$ cat src/rtl/bios_watchdog_multi_if.sv
// Control/status bundle of the BIOS boot watchdog; the clock and the power-up reset stay outside it.
interface bios_watchdog_multi_if #(parameter int RETRY_W = 2);
  logic               MainReset;
  logic               PS_ONn;
  logic               Strobe125msec;
  logic               WriteBiosWD;
  logic [7:0]         BiosRegister;
  logic               BiosFinished;
  logic               BiosPowerOff;
  logic               ForceSwap;
  logic               Lockout;
  logic [2:0]         State;
  logic [RETRY_W-1:0] RetryCount;
  logic [1:0]         DPx;

  modport slave (
    input  MainReset, PS_ONn, Strobe125msec, WriteBiosWD, BiosRegister,
    output BiosFinished, BiosPowerOff, ForceSwap, Lockout, State, RetryCount, DPx
  );
  modport master (
    output MainReset, PS_ONn, Strobe125msec, WriteBiosWD, BiosRegister,
    input  BiosFinished, BiosPowerOff, ForceSwap, Lockout, State, RetryCount, DPx
  );
endinterface

$ cat src/rtl/bios_watchdog_multi.sv
// BIOS boot watchdog: boot/kick timers, BIOS-swap on expiry, retry budget ending in a sticky lockout.
module bios_watchdog_multi #(
  parameter int         TOTAL_W     = 10,
  parameter int         KICK_W      = 6,
  parameter int         RETRY_W     = 2,
  parameter int         RETRY_MAX   = 2,
  parameter logic [7:0] CODE_NOKICK = 8'h55,
  parameter logic [7:0] CODE_HOLD   = 8'h29,
  parameter logic [7:0] CODE_DONE   = 8'hFF
) (
  input logic                  LpcClock,
  input logic                  Reset,
  bios_watchdog_multi_if.slave bif
);
  typedef enum logic [2:0] {
    S_IDLE = 3'd0, S_RUN = 3'd1, S_HOLD = 3'd2, S_DONE = 3'd3, S_EXPIRED = 3'd4, S_LOCKOUT = 3'd5
  } state_t;

  localparam logic [RETRY_W-1:0] RMAX = RETRY_W'(RETRY_MAX);

  logic [1:0]         r_rst_sync;
  logic               w_rst_n;
  state_t             r_state, w_next;
  logic [TOTAL_W-1:0] r_boot;
  logic [KICK_W-1:0]  r_kick;
  logic [RETRY_W-1:0] r_retry;
  logic               r_fin, r_poff, r_swap, r_lock;
  logic               w_rearm, w_expire, w_kick_clr;

  // Assert immediately, release two LpcClock edges later.
  always_ff @(posedge LpcClock or negedge Reset)
    if (!Reset) r_rst_sync <= 2'b00;
    else        r_rst_sync <= {r_rst_sync[0], 1'b1};
  assign w_rst_n = r_rst_sync[1];

  assign w_rearm    = !bif.MainReset && bif.PS_ONn;
  assign w_expire   = r_boot[TOTAL_W-1] || r_kick[KICK_W-1];
  assign w_kick_clr = bif.WriteBiosWD || (bif.BiosRegister == CODE_NOKICK);

  always_comb begin
    w_next = r_state;
    case (r_state)
      S_IDLE:    if (bif.MainReset) w_next = S_RUN;
      S_RUN:
        if (w_rearm)                             w_next = S_IDLE;
        else if (bif.BiosRegister == CODE_DONE)  w_next = S_DONE;
        else if (bif.BiosRegister == CODE_HOLD)  w_next = S_HOLD;
        else if (w_expire)                       w_next = S_EXPIRED;
      S_HOLD:
        if (w_rearm)                             w_next = S_IDLE;
        else if (bif.BiosRegister == CODE_DONE)  w_next = S_DONE;
        else if (bif.BiosRegister != CODE_HOLD)  w_next = S_RUN;
      S_DONE:    if (w_rearm) w_next = S_IDLE;
      // An exhausted budget locks out even if the host re-arms in the same cycle.
      S_EXPIRED:
        if (r_retry >= RMAX)                     w_next = S_LOCKOUT;
        else if (w_rearm)                        w_next = S_IDLE;
      S_LOCKOUT: w_next = S_LOCKOUT;
      default:   w_next = S_IDLE;
    endcase
  end

  always_ff @(posedge LpcClock or negedge w_rst_n) begin
    if (!w_rst_n) begin
      r_state <= S_IDLE;
      r_boot  <= '0;
      r_kick  <= '0;
      r_retry <= '0;
      r_fin   <= 1'b0;
      r_poff  <= 1'b0;
      r_swap  <= 1'b0;
      r_lock  <= 1'b0;
    end else begin
      r_state <= w_next;
      r_swap  <= 1'b0;
      if (w_next == S_IDLE) begin
        r_boot <= '0;
        r_kick <= '0;
        r_fin  <= 1'b0;
        r_poff <= 1'b0;
      end else if (r_state == S_RUN) begin
        // Timers saturate on their MSB so an expiry can never be lost to a wrap.
        if (bif.Strobe125msec && !r_boot[TOTAL_W-1]) r_boot <= r_boot + 1'b1;
        if (w_kick_clr)                                   r_kick <= '0;
        else if (bif.Strobe125msec && !r_kick[KICK_W-1]) r_kick <= r_kick + 1'b1;
        if (w_next == S_EXPIRED) begin
          r_swap <= 1'b1;
          r_poff <= 1'b1;
          if (r_retry != '1) r_retry <= r_retry + 1'b1;
        end
      end
      if (w_next == S_DONE && r_state != S_DONE) begin
        r_fin   <= 1'b1;
        r_retry <= '0;
      end
      if (w_next == S_LOCKOUT) r_lock <= 1'b1;
    end
  end

  assign bif.State        = r_state;
  assign bif.RetryCount   = r_retry;
  assign bif.BiosFinished = r_fin;
  assign bif.BiosPowerOff = r_poff;
  assign bif.ForceSwap    = r_swap;
  assign bif.Lockout      = r_lock;
  assign bif.DPx          = {(r_state == S_RUN) && (r_boot != '0),
                             (r_state == S_RUN) && (r_kick != '0)};
endmodule

$ cat src/flat_wrapper.sv
// flat-port wrapper written by rule: the top's interface ports become plain ports
module bios_watchdog_multi_flat 
#(
  parameter int         TOTAL_W     = 10,
  parameter int         KICK_W      = 6,
  parameter int         RETRY_W     = 2,
  parameter int         RETRY_MAX   = 2,
  parameter logic [7:0] CODE_NOKICK = 8'h55,
  parameter logic [7:0] CODE_HOLD   = 8'h29,
  parameter logic [7:0] CODE_DONE   = 8'hFF
)
  (LpcClock, Reset, bif_MainReset, bif_PS_ONn, bif_Strobe125msec, bif_WriteBiosWD, bif_BiosRegister, bif_BiosFinished, bif_BiosPowerOff, bif_ForceSwap, bif_Lockout, bif_State, bif_RetryCount, bif_DPx);
  bios_watchdog_multi_if #(.RETRY_W(RETRY_W)) bif_i ();
  input logic LpcClock;
  input logic Reset;
  input wire logic [$bits(bif_i.MainReset)-1:0] bif_MainReset;
  input wire logic [$bits(bif_i.PS_ONn)-1:0] bif_PS_ONn;
  input wire logic [$bits(bif_i.Strobe125msec)-1:0] bif_Strobe125msec;
  input wire logic [$bits(bif_i.WriteBiosWD)-1:0] bif_WriteBiosWD;
  input wire logic [$bits(bif_i.BiosRegister)-1:0] bif_BiosRegister;
  output wire logic [$bits(bif_i.BiosFinished)-1:0] bif_BiosFinished;
  output wire logic [$bits(bif_i.BiosPowerOff)-1:0] bif_BiosPowerOff;
  output wire logic [$bits(bif_i.ForceSwap)-1:0] bif_ForceSwap;
  output wire logic [$bits(bif_i.Lockout)-1:0] bif_Lockout;
  output wire logic [$bits(bif_i.State)-1:0] bif_State;
  output wire logic [$bits(bif_i.RetryCount)-1:0] bif_RetryCount;
  output wire logic [$bits(bif_i.DPx)-1:0] bif_DPx;
  assign bif_i.MainReset = bif_MainReset;
  assign bif_i.PS_ONn = bif_PS_ONn;
  assign bif_i.Strobe125msec = bif_Strobe125msec;
  assign bif_i.WriteBiosWD = bif_WriteBiosWD;
  assign bif_i.BiosRegister = bif_BiosRegister;
  assign bif_BiosFinished = bif_i.BiosFinished;
  assign bif_BiosPowerOff = bif_i.BiosPowerOff;
  assign bif_ForceSwap = bif_i.ForceSwap;
  assign bif_Lockout = bif_i.Lockout;
  assign bif_State = bif_i.State;
  assign bif_RetryCount = bif_i.RetryCount;
  assign bif_DPx = bif_i.DPx;
  bios_watchdog_multi #(.TOTAL_W(TOTAL_W), .KICK_W(KICK_W), .RETRY_W(RETRY_W), .RETRY_MAX(RETRY_MAX), .CODE_NOKICK(CODE_NOKICK), .CODE_HOLD(CODE_HOLD), .CODE_DONE(CODE_DONE)) u_core (.LpcClock(LpcClock), .Reset(Reset), .bif(bif_i));
endmodule
$ cat config.mk
export PLATFORM = sky130hd
export DESIGN_NAME = bios_watchdog_multi_flat
export DESIGN_NICKNAME = d
export VERILOG_FILES = /design/src/rtl/bios_watchdog_multi_if.sv /design/src/rtl/bios_watchdog_multi.sv /design/src/flat_wrapper.sv
export SDC_FILE = /design/constraint.sdc
export NUM_CORES = 1
export LEC_CHECK = 0
export ABC_AREA = 1
export BUFFER_PORTS_ARGS = -buffer_cell sky130_fd_sc_hd__buf_4
export CAP_MARGIN = 30
export CORE_UTILIZATION = 50
export DETAILED_ROUTE_END_ITERATION = 10
export GPL_TIMING_DRIVEN = 0
export PLACE_DENSITY_LB_ADDON = 0.08
export SLEW_MARGIN = 20
export SYNTH_ARGS = -nofsm -noshare
export SYNTH_HDL_FRONTEND = slang
export SYNTH_SLANG_ARGS = --single-unit
$ cat constraint.sdc
create_clock -name LpcClock -period 2 [get_ports LpcClock]
set_clock_uncertainty 0.1 [all_clocks]
set_input_delay 0.4 -clock LpcClock [delete_from_list [all_inputs] [get_ports LpcClock]]
set_output_delay 0.4 -clock LpcClock [all_outputs]
set_load 0.05 [all_outputs]
==> reports/qor.yml <==
status:
  status: "complete, no violations"
sta:
  drv_slew: 0
  final.min_clock_period_ns: 1.94
  fin_crit_sh_pct: 97.1
  worst_slew_pin_slew_ns: 0.530
  max-slew-margin-rel_pct: 64.6
  finalHoldViolCount: 0
  max_freq_mhz: 515
  setup_viol: 0
  rsz0062_at_grt: "yes"
  whs_ns: 0.125
  fin_setup_tns_ns: 0
clock_network:
  clk_latency_ns: 0.33
  cts_root_buf: "clkbuf_4"
  cts_made_buffers: 3
  ctsHtreeMaxLevel: 1
  numClockSinks: 27
  path_clk_slew_ns: 0.15
  clockBufferDepth: 2
  cts_tree: "done"
job:
  cap_viol_max_count: 0
final_layout:
  multi_input_area_um2: 938
  fin_util_pct: 65.3
  fillers: 315
  final_nets: 306
  register_area_um2: 679
  final_common_cell: "nand2_1"
  syn2layout_area_growth_pct: 23.1
  drive_above_1_share_pct: 24.9
  antenna_cells: 0
  final_cell_mix: "67 x nand2_1, 45 x inv_1, 32 x nand3_1, 27 x buf_4, 24 x dfrtp_1"
floorplan:
  die-area_um2: 3810
  die_h_um: 61.7
  start_util_pct: 53.0
  die_w_um: 61.7
  core_um2: 3360
  rows: 21
  io_pins: 25
setup_path:
  setup.worst_path.start_class: "flop"
  endpoint_kind: "output pin"
  crit_required_ns: 1.50
  path_class: "reg -> out"
  crit_arrival_ns: 1.44
  cp_max_fo: 4
yosys:
  synth_cell_types: 26
  avgSynthCellArea_um2: 7.13
  syn_area_um2: 1780
  syn-num-nets: 270
  synthesis.instances: 250
  synth-seq-cells: 27
  ys_seq_area_share_pct: 37.9
  yosys_warnings: 0
global_route:
  grt_antenna_before_repair: 0
  grt.total_usage_pct: 19.2
  grt_pass1_wl_um: 5400
  grt_pass1_vias: 1241
  grt_max_degree: 16
  gr-total-overflow: 0
route:
  avgRoutedWirePerCell_um: 10.2
  drtIter0Drc: 55
  wl_um: 3380
  drc_errors: 0
  vias: 1556
  viasPerCell: 4.70
  drt_pass1_iterations: 4
  ant_nets: 0
placement:
  gp_congestion: 0.837
  io_buffers: 24
  dp_hpwl_um: 2540
pwr:
  peakVddDrop_mv: 0.608
  power.density_nw_per_um2: 898
  p_leak_nw: 1.24
min_path:
  hold_path_class: "reg -> async"
[report_power, final]
group	internal (mW)	leakage [nW]	switching [mW]	total [mW]
Clock	0.0750	0.0177	0.156	0.231
Sequential	0.603	0.356	0.0573	0.660
Combinational	0.402	0.870	0.676	1.08
Total	1.08	1.24	0.890	1.97
[synth_stat cells]
cell type / instances / area, µm²
a21oi_1: 3 / 15.0
nand3_4: 1 / 17.5
conb_1: 1 / 3.75
xor2_1: 7 / 61.3
nand2_1: 67 / 251
nand3_1: 33 / 165
o21ai_0: 7 / 35.0
nand3b_4: 1 / 20.0
xnor2_1: 1 / 8.76
nor2_4: 1 / 11.3
nand2_2: 1 / 6.26
nor3_1: 6 / 30.0
inv_2: 3 / 11.3
ha_1: 6 / 75.1
nor4_1: 1 / 6.26
nor2_2: 4 / 25.0
nand3_2: 1 / 10.0
nand4_1: 2 / 12.5
dfrtp_1: 27 / 676
nor2_1: 15 / 56.3
clkbuf_1: 1 / 3.75
inv_1: 51 / 191
nor3_2: 4 / 40.0
o41ai_1: 1 / 8.76
buf_6: 2 / 22.5
or2_2: 3 / 18.8
[worst max-delay path, cell delays in order, from the launching register on]
cell,delay [ns]
dfrtp_1,0.41
inv_2,0.10
ha_4,0.14
nand3_2,0.07
nor3_2,0.17
a21oi_2,0.08
buf_6,0.16
[stage by stage]
step,cell area [µm²],instances,power [mW],setup slack [ns]
6_report,2190,331,1.97,0.0589
5_1_grt,2190,331,2.13,-0.0463
4_1_cts,2130,330,1.94,0.00484
3_5_place_dp,2050,321,1.64,0.111
3_3_place_gp,2030,320,1.63,0.111
2_1_floorplan,1790,250,1.41,0.0536
[metal layers]
| layer | wire length [µm] | global-route usage, % |
|---|---|---|
| met3 | 104 | 2.69 |
| met4 | 38 | 5.71 |
| met5 | 0 | 0 |
| met2 | 1550 | 30.3 |
| met1 | 1680 | 27.6 |
[cells by family (layout without fill, tap and decap cells)]
group / after synthesis / count (layout) / synth area share, %
AND/OR/NAND/NOR: 140 / 140 / 37.6
buffers and inverters: 57 / 92 / 12.8
flip-flops: 27 / 27 / 37.9
AO/OA/AOI/OAI: 11 / 11 / 3.30
XOR/XNOR: 8 / 8 / 3.93
adder cells (fa/ha/maj): 6 / 6 / 4.21
other: 1 / 1 / 0.210
[worst paths after layout]
kind                            cells after the start                        to  slack (ns)                 start
worst max register to register                      7          u_core.r_boot[3]        0.14   u_core.bif.State[1]
worst max-delay path                                6                bif_DPx[1]        0.06      u_core.r_boot[1]
worst min register to register                      0  u_core.bif.RetryCount[1]        0.13  u_core.r_rst_sync[1]
worst min-delay path                                0  u_core.bif.RetryCount[1]        0.13  u_core.r_rst_sync[1]
max in group asynchronous                           1          u_core.r_kick[1]        1.21  u_core.r_rst_sync[1]
min in group LpcClock                               0      u_core.r_rst_sync[1]        0.27  u_core.r_rst_sync[0]
[what timing repair did]
item,4_1_cts,5_1_grt
hold endpoints to repair,2,0
buffers inserted,4,1
resized for setup,4,15
pin swaps,0,4
setup endpoints to repair,2,7
hold buffers,1,0
[sequential cells by signal, summed over array words and instances (netlist names)]
name	flops
u_core.bif.BiosFinished	1
u_core.bif.BiosPowerOff	1
u_core.bif.ForceSwap	1
u_core.bif.Lockout	1
u_core.bif.RetryCount	2
u_core.bif.State	3
u_core.r_boot	10
u_core.r_kick	6
u_core.r_rst_sync	2
[layout make-up]
cell class / instances / share of cell area (%)
well taps: 46 / 2.62
clock inverters: 1 / 0.228
clock buffers: 3 / 1.03
plain buffers: 3 / 1.20
inverters: 54 / 9.24
multi-input cells: 166 / 42.8
repair buffers: 31 / 12.0
flip-flops and latches: 27 / 31.0
No activity file was read; power rests on OpenSTA's default activity.
